--- config.mk ---
export PLATFORM = sky130hd
export DESIGN_NAME = freq_meter
export DESIGN_NICKNAME = d
export VERILOG_FILES = /design/src/rtl/freq_meter_pkg.sv /design/src/rtl/edge_sync.sv /design/src/rtl/freq_meter.sv
export SDC_FILE = /design/constraint.sdc
export NUM_CORES = 1
export LEC_CHECK = 0
export ABC_CLOCK_PERIOD_IN_PS = 4100
export BUFFER_PORTS_ARGS = -buffer_cell sky130_fd_sc_hd__buf_2
export CAP_MARGIN = 20
export CORE_MARGIN = 4
export CORE_UTILIZATION = 62
export CTS_CLUSTER_SIZE = 16
export DETAILED_ROUTE_END_ITERATION = 7
export PLACE_DENSITY = 0.79
export SLEW_MARGIN = 20
export SYNTH_ARGS = -nofsm -noshare
export SYNTH_HDL_FRONTEND = slang
export SYNTH_SLANG_ARGS = --single-unit
--- constraint.sdc ---
create_clock -name clk -period 4.1 [get_ports clk]
set_input_delay 0.205 -clock clk [delete_from_list [all_inputs] [get_ports clk]]
set_output_delay 0.205 -clock clk [all_outputs]
set_load 0.005 [all_outputs]
--- src/rtl/freq_meter_pkg.sv ---
// freq_meter_pkg
//   Shared definitions for the frequency meter: gate FSM state encoding,
//   default parameter values and the counter saturation helper.
//   No ports; imported by freq_meter and edge_sync.
package freq_meter_pkg;

  localparam int DEF_GATE_CYCLES = 100_000_000;  // 1 s at 100 MHz
  localparam int DEF_CNT_W       = 32;
  localparam int DEF_SYNC_STAGES = 2;

  typedef enum logic {
    IDLE = 1'b0,
    GATE = 1'b1
  } state_t;

  // All-ones value for a counter of the given width (width <= 63).
  function automatic logic [63:0] cnt_max(input int width);
    return (64'd1 << width) - 64'd1;
  endfunction

endpackage

--- src/rtl/edge_sync.sv ---
// edge_sync
//   Brings an asynchronous input into the clk domain and produces a
//   registered one-cycle pulse for each rising edge seen after the
//   synchronizer. A rising edge on async_in shows up on edge_pulse
//   SYNC_STAGES+1 clk edges later.
// Ports
//   clk        in   system clock
//   rst        in   synchronous active-high reset
//   async_in   in   asynchronous signal
//   edge_pulse out  one-cycle pulse per synchronized rising edge
module edge_sync
  import freq_meter_pkg::*;
#(
  parameter int SYNC_STAGES = DEF_SYNC_STAGES
) (
  input  logic clk,
  input  logic rst,
  input  logic async_in,
  output logic edge_pulse
);

  logic [SYNC_STAGES-1:0] sync_r;
  logic                   sync_q;
  logic                   sync_qq;

  assign sync_q = sync_r[SYNC_STAGES-1];

  always_ff @(posedge clk) begin
    if (rst) begin
      sync_r     <= '0;
      sync_qq    <= 1'b0;
      edge_pulse <= 1'b0;
    end else begin
      sync_r     <= {sync_r[SYNC_STAGES-2:0], async_in};
      sync_qq    <= sync_q;
      edge_pulse <= sync_q & ~sync_qq;
    end
  end

endmodule

--- src/rtl/freq_meter.sv ---
// freq_meter
//   Counts rising edges of sig_in over back-to-back gate windows of
//   GATE_CYCLES clk cycles and reports each completed window as a held
//   count plus a one-cycle valid strobe.
//
//   state | meaning
//   ------+----------------------------------------------------------
//   IDLE  | not measuring; counters held at zero, busy low
//   GATE  | window in progress; gate_cnt runs 0..GATE_CYCLES-1
//
// Ports
//   clk          in   system clock
//   rst          in   synchronous active-high reset
//   en           in   1 = measure continuously, 0 = idle
//   sig_in       in   asynchronous signal under test
//   freq_count   out  edges counted in the last completed window (held)
//   meas_valid   out  one-cycle pulse when freq_count/ovf update
//   ovf          out  last completed window saturated the edge counter
//   busy         out  a window is in progress
//   period_count out  clk cycles between consecutive edges  (FREQ_METER_PERIOD_EN)
//   period_valid out  one-cycle pulse per period report       (FREQ_METER_PERIOD_EN)
//
// Build option: define FREQ_METER_PERIOD_EN to add the period measurement.
module freq_meter
  import freq_meter_pkg::*;
#(
  parameter int GATE_CYCLES = DEF_GATE_CYCLES,
  parameter int CNT_W       = DEF_CNT_W,
  parameter int SYNC_STAGES = DEF_SYNC_STAGES
) (
  input  logic             clk,
  input  logic             rst,
  input  logic             en,
  input  logic             sig_in,
  output logic [CNT_W-1:0] freq_count,
  output logic             meas_valid,
  output logic             ovf,
  output logic             busy
`ifdef FREQ_METER_PERIOD_EN
  ,
  output logic [CNT_W-1:0] period_count,
  output logic             period_valid
`endif
);

  localparam int               GATE_W    = (GATE_CYCLES > 2) ? $clog2(GATE_CYCLES) : 1;
  localparam logic [GATE_W-1:0] GATE_LAST = GATE_W'(GATE_CYCLES - 1);
  localparam logic [CNT_W-1:0]  EDGE_MAX  = CNT_W'(cnt_max(CNT_W));

  state_t             state_q;
  state_t             state_d;
  logic               edge_pulse;
  logic [GATE_W-1:0]  gate_cnt;
  logic [CNT_W-1:0]   edge_cnt;
  logic               sat_q;
  logic               edge_at_max;
  logic [CNT_W-1:0]   edge_cnt_nxt;
  logic               sat_nxt;

  edge_sync #(
    .SYNC_STAGES (SYNC_STAGES)
  ) u_edge_sync (
    .clk        (clk),
    .rst        (rst),
    .async_in   (sig_in),
    .edge_pulse (edge_pulse)
  );

  // ---------------- gate FSM ----------------
  always_ff @(posedge clk) begin
    if (rst) state_q <= IDLE;
    else     state_q <= state_d;
  end

  always_comb begin
    state_d = state_q;
    case (state_q)
      IDLE:    if (en)  state_d = GATE;
      GATE:    if (!en) state_d = IDLE;
      default: state_d = IDLE;
    endcase
  end

  always_comb begin
    busy = (state_q == GATE);
  end

  // ---------------- edge counting ----------------
  // Count including the current cycle's pulse; this is also the value
  // reported at the end of a window, so a pulse on the last window cycle
  // is included.
  always_comb begin
    edge_at_max  = (edge_cnt == EDGE_MAX);
    edge_cnt_nxt = edge_cnt;
    sat_nxt      = sat_q;
    if (edge_pulse) begin
      if (edge_at_max) sat_nxt = 1'b1;
      else             edge_cnt_nxt = edge_cnt + CNT_W'(1);
    end
  end

  // Window end restarts counters in the same step the result is latched,
  // so the following cycle is already gate_cnt=0 of the next window.
  always_ff @(posedge clk) begin
    if (rst) begin
      gate_cnt   <= '0;
      edge_cnt   <= '0;
      sat_q      <= 1'b0;
      freq_count <= '0;
      ovf        <= 1'b0;
      meas_valid <= 1'b0;
    end else begin
      meas_valid <= 1'b0;
      if (state_q == GATE && en) begin
        if (gate_cnt == GATE_LAST) begin
          gate_cnt   <= '0;
          edge_cnt   <= '0;
          sat_q      <= 1'b0;
          freq_count <= edge_cnt_nxt;
          ovf        <= sat_nxt;
          meas_valid <= 1'b1;
        end else begin
          gate_cnt <= gate_cnt + GATE_W'(1);
          edge_cnt <= edge_cnt_nxt;
          sat_q    <= sat_nxt;
        end
      end else begin
        // Idle or aborting: partial window is discarded, results hold.
        gate_cnt <= '0;
        edge_cnt <= '0;
        sat_q    <= 1'b0;
      end
    end
  end

`ifdef FREQ_METER_PERIOD_EN
  // ---------------- period measurement ----------------
  // per_cnt holds clk cycles elapsed since the last edge pulse; it is
  // loaded with 1 on a pulse so that the next pulse sees the full spacing.
  logic [CNT_W-1:0] per_cnt;
  logic             per_armed;

  always_ff @(posedge clk) begin
    if (rst) begin
      per_cnt      <= '0;
      per_armed    <= 1'b0;
      period_count <= '0;
      period_valid <= 1'b0;
    end else begin
      period_valid <= 1'b0;
      if (state_q != GATE) begin
        per_cnt   <= '0;
        per_armed <= 1'b0;
      end else if (edge_pulse) begin
        per_cnt   <= CNT_W'(1);
        per_armed <= 1'b1;
        if (per_armed) begin
          period_count <= per_cnt;
          period_valid <= 1'b1;
        end
      end else if (per_cnt != EDGE_MAX) begin
        per_cnt <= per_cnt + CNT_W'(1);
      end
    end
  end
`endif

endmodule
==> results.md <==
* Status: completed
* Die width at 90.1 µm
* Net Sw Power at around 340 µW
* Most frequent cell after synthesis: nor2_1
* Comb pwr share at 0.013
* RSZ-0062 raised after global routing: no
* Worst Tran Pin Value at around 1.1 ns
* Clock Power Share at 0.362
* CTS tree: yes
* Vias at 3161
* Setup Skew at slightly above 0.007 ns
* DRC violation count after routing at 0
* Via density at 5.59
* CTS sink cnt at 99
* Switching Share at 0.218
* Fin nets at 489
* Clock slew at reported path FFs at 0.09 ns
* Fmax at 0.314 GHz
* Filler cells at 510
* Syn Inst Count at 448
* Placed inst area at 4400 µm²
* WS Path Type: register to register
* Vias in the first global route at 3075
* Synth Area per Inst at 9.34 µm²
* Library cells used by synthesis at 39
* Initial drt markers at ~160
* Length of the first detailed-routing pass in iterations at 4
* Post-synth EDFFs at 0
* Arrival time worst endpoint at around 3.5 ns
* Num CTS Buffers at 9
* Final WL at 7890 µm
* First-pass GRT wire length at 13900 µm
* Synth top area share at 0.474
* Syn nets at 454
* Maximum vdd drop at 244 µV
* Post_cts resized at 0
* Crit start category: register
* Initial Util at 0.648
* TNS Setup at 0 ns
* Minimum clock period at between 3 and 4 ns
* Post-route ant nets at 0
* PwrDens at 337 nW/µm²
* Post-synth ARST share at 0
* Largest net degree at the start of global routing at 40
* Max-cap check violation count at 0
* Routed len/inst at 14.0 µm
* Leading area contributor after synthesis: dfxtp_1
* Core area at 6460 µm²
* Synthesized area at 4180 µm²
* Top cell by count, worst path: or4_1
* Post-CTS setup buffer count at 0
* Gpl congestion at 0.825
* Post-cts hold buffer count at 0
* CP Capture Type: register
* Fin. Hold Viols at 0
* Cells along the critical path: or4b_1 -> or4_1 -> or4_1 -> nor2_8 -> buf_12 -> nor2_1 -> a211oi_2
* GRT Total Usage at 0.205
* Ys flop type: dfxtp_1
* Row count at 29
* Longest Clk Path Bufs at 2
* Initial antenna violation count at 0
* Slew headroom at 0.238
* Top post-synthesis cells by count: nor2_1, dfxtp_1, xor2_1
* CP bufs+invs at 1
* Clock Latency Late Sink at 0.36 ns
* CP delay by family, top: simple AND/OR/NAND/NOR gates
* Crit path max fanout at 39
* Clk Tree Root Cell: clkbuf_8
* Post-route design area at roughly 4600 µm²
* Die area at 8120 µm²
* Ys Warns at 0
* Final HPWL DP at 5660 µm
* Yosys reg bits at 99
* Req. time, crit path at 4.38 ns
* Register share of total power at 0.625
* Critical-path top delay cell: or4_1
* Worst hold path type: input pin to register
* Share of cells above drive strength 1 at 0.186
* Sequential cell area fraction in the yosys report at 0.474
* Gr ovfl total at 0
* H-tree depth at 3
* Pleak at around 1.5 nW
* P_int at 1.21 mW
* Final period utilization at 0.777
* Slowest stage delay, CP at 0.69 ns
* Die Y at approximately 90 µm
* Number of diodes at 0
* Layout Area Growth over Synthesis at 9.51%
* Synth top area cells: dfxtp_1, nor2_1, a211oi_2
* Final Slew Violations at 0
* Port Buffers at 38
* Ports at 39
* Final setup violation count at 0
## kinds of logic (layout without fill, tap and decap cells)
logic type / after synthesis / in the layout / share of synthesized area
simple gates: 223 / 223 / 0.261
flops: 99 / 99 / 0.474
xor+xnor: 52 / 52 / 0.109
compound gates: 45 / 45 / 0.109
buf+inv: 24 / 64 / 0.0338
mux: 3 / 3 / 0.00748
fa+ha+maj: 2 / 2 / 0.00598
## final timing paths
kind,start,endpoint,slack (ns),cells past startpoint
max,gate_cnt[11],freq_count[31],0.92,7
min,sig_in,u_edge_sync.sync_r[0],0.05,2
max reg2reg,gate_cnt[11],freq_count[31],0.92,7
min reg2reg,u_edge_sync.sync_qq,u_edge_sync.edge_pulse,0.40,1
## flip-flops by register name, indices dropped and copies added, names as in the netlist
| signal | flops |
|---|---|
| sat_q | 1 |
| busy | 1 |
| ovf | 1 |
| meas_valid | 1 |
| u_edge_sync.sync_qq | 1 |
| freq_count | 32 |
| edge_cnt | 32 |
| u_edge_sync.edge_pulse | 1 |
| u_edge_sync.sync_r | 2 |
| gate_cnt | 27 |
## metal layers
| metal | track usage | part of all wire |
|---|---|---|
| met1 | 0.265 | 0.48 |
| met2 | 0.338 | 0.48 |
| met3 | 0.0559 | 0.039 |
| met4 | 0.0548 | 0.010 |
| met5 | 0 | 0 |
## cell usage in the layout (no fill, tap or decap), drive strengths merged, types with 5 or more instances in the layout
cell    netlist  layout
o21ai         6       6
and3          8       8
nor2        103     103
and4          6       6
xor2         31      31
xnor2        21      21
dfxtp        99      99
nor3         11      11
nand2        22      22
nand4        17      17
nor4          5       5
buf          13      44
nor2b         5       5
a211oi       29      29
or4           5       5
clkbuf        7      11
nand3        25      25
## power by group through the flow
stage	clock network [mW]	registers [mW]	logic (mW)
floorplan	0	0.986	0.0149
global placement	0	0.986	0.0202
detailed placement	0	0.987	0.0208
CTS	0.575	0.964	0.0208
global route	0.617	0.965	0.0226
finish	0.558	0.964	0.0205
## stage by stage
step / power (mW) / setup WS, ns / hold slack [ns] / instances / utilization
floorplan: 1.00 / 1.56 / 0.284 / 448 / -
global placement: 1.01 / 1.02 / 0.373 / 549 / 0.681
detailed placement: 1.01 / 0.935 / 0.382 / 549 / 0.681
CTS: 1.56 / 0.911 / 0.0404 / 565 / 0.709
global route: 1.60 / 0.753 / 0.0535 / 565 / 0.709
finish: 1.54 / 0.915 / 0.0528 / 565 / 0.709
## final cells by class
| class | instances | area (µm²) | area share |
|---|---|---|---|
| clock buffer | 11 | 141 | 0.0309 |
| clock inverter | 5 | 38.8 | 0.00847 |
| inverter | 4 | 15.0 | 0.00328 |
| multi-input combinational | 325 | 2060 | 0.450 |
| sequential | 99 | 1980 | 0.433 |
| tap | 77 | 96.3 | 0.0210 |
| timing repair buffer | 44 | 248 | 0.0541 |
Power figures use the tool's default switching activity.
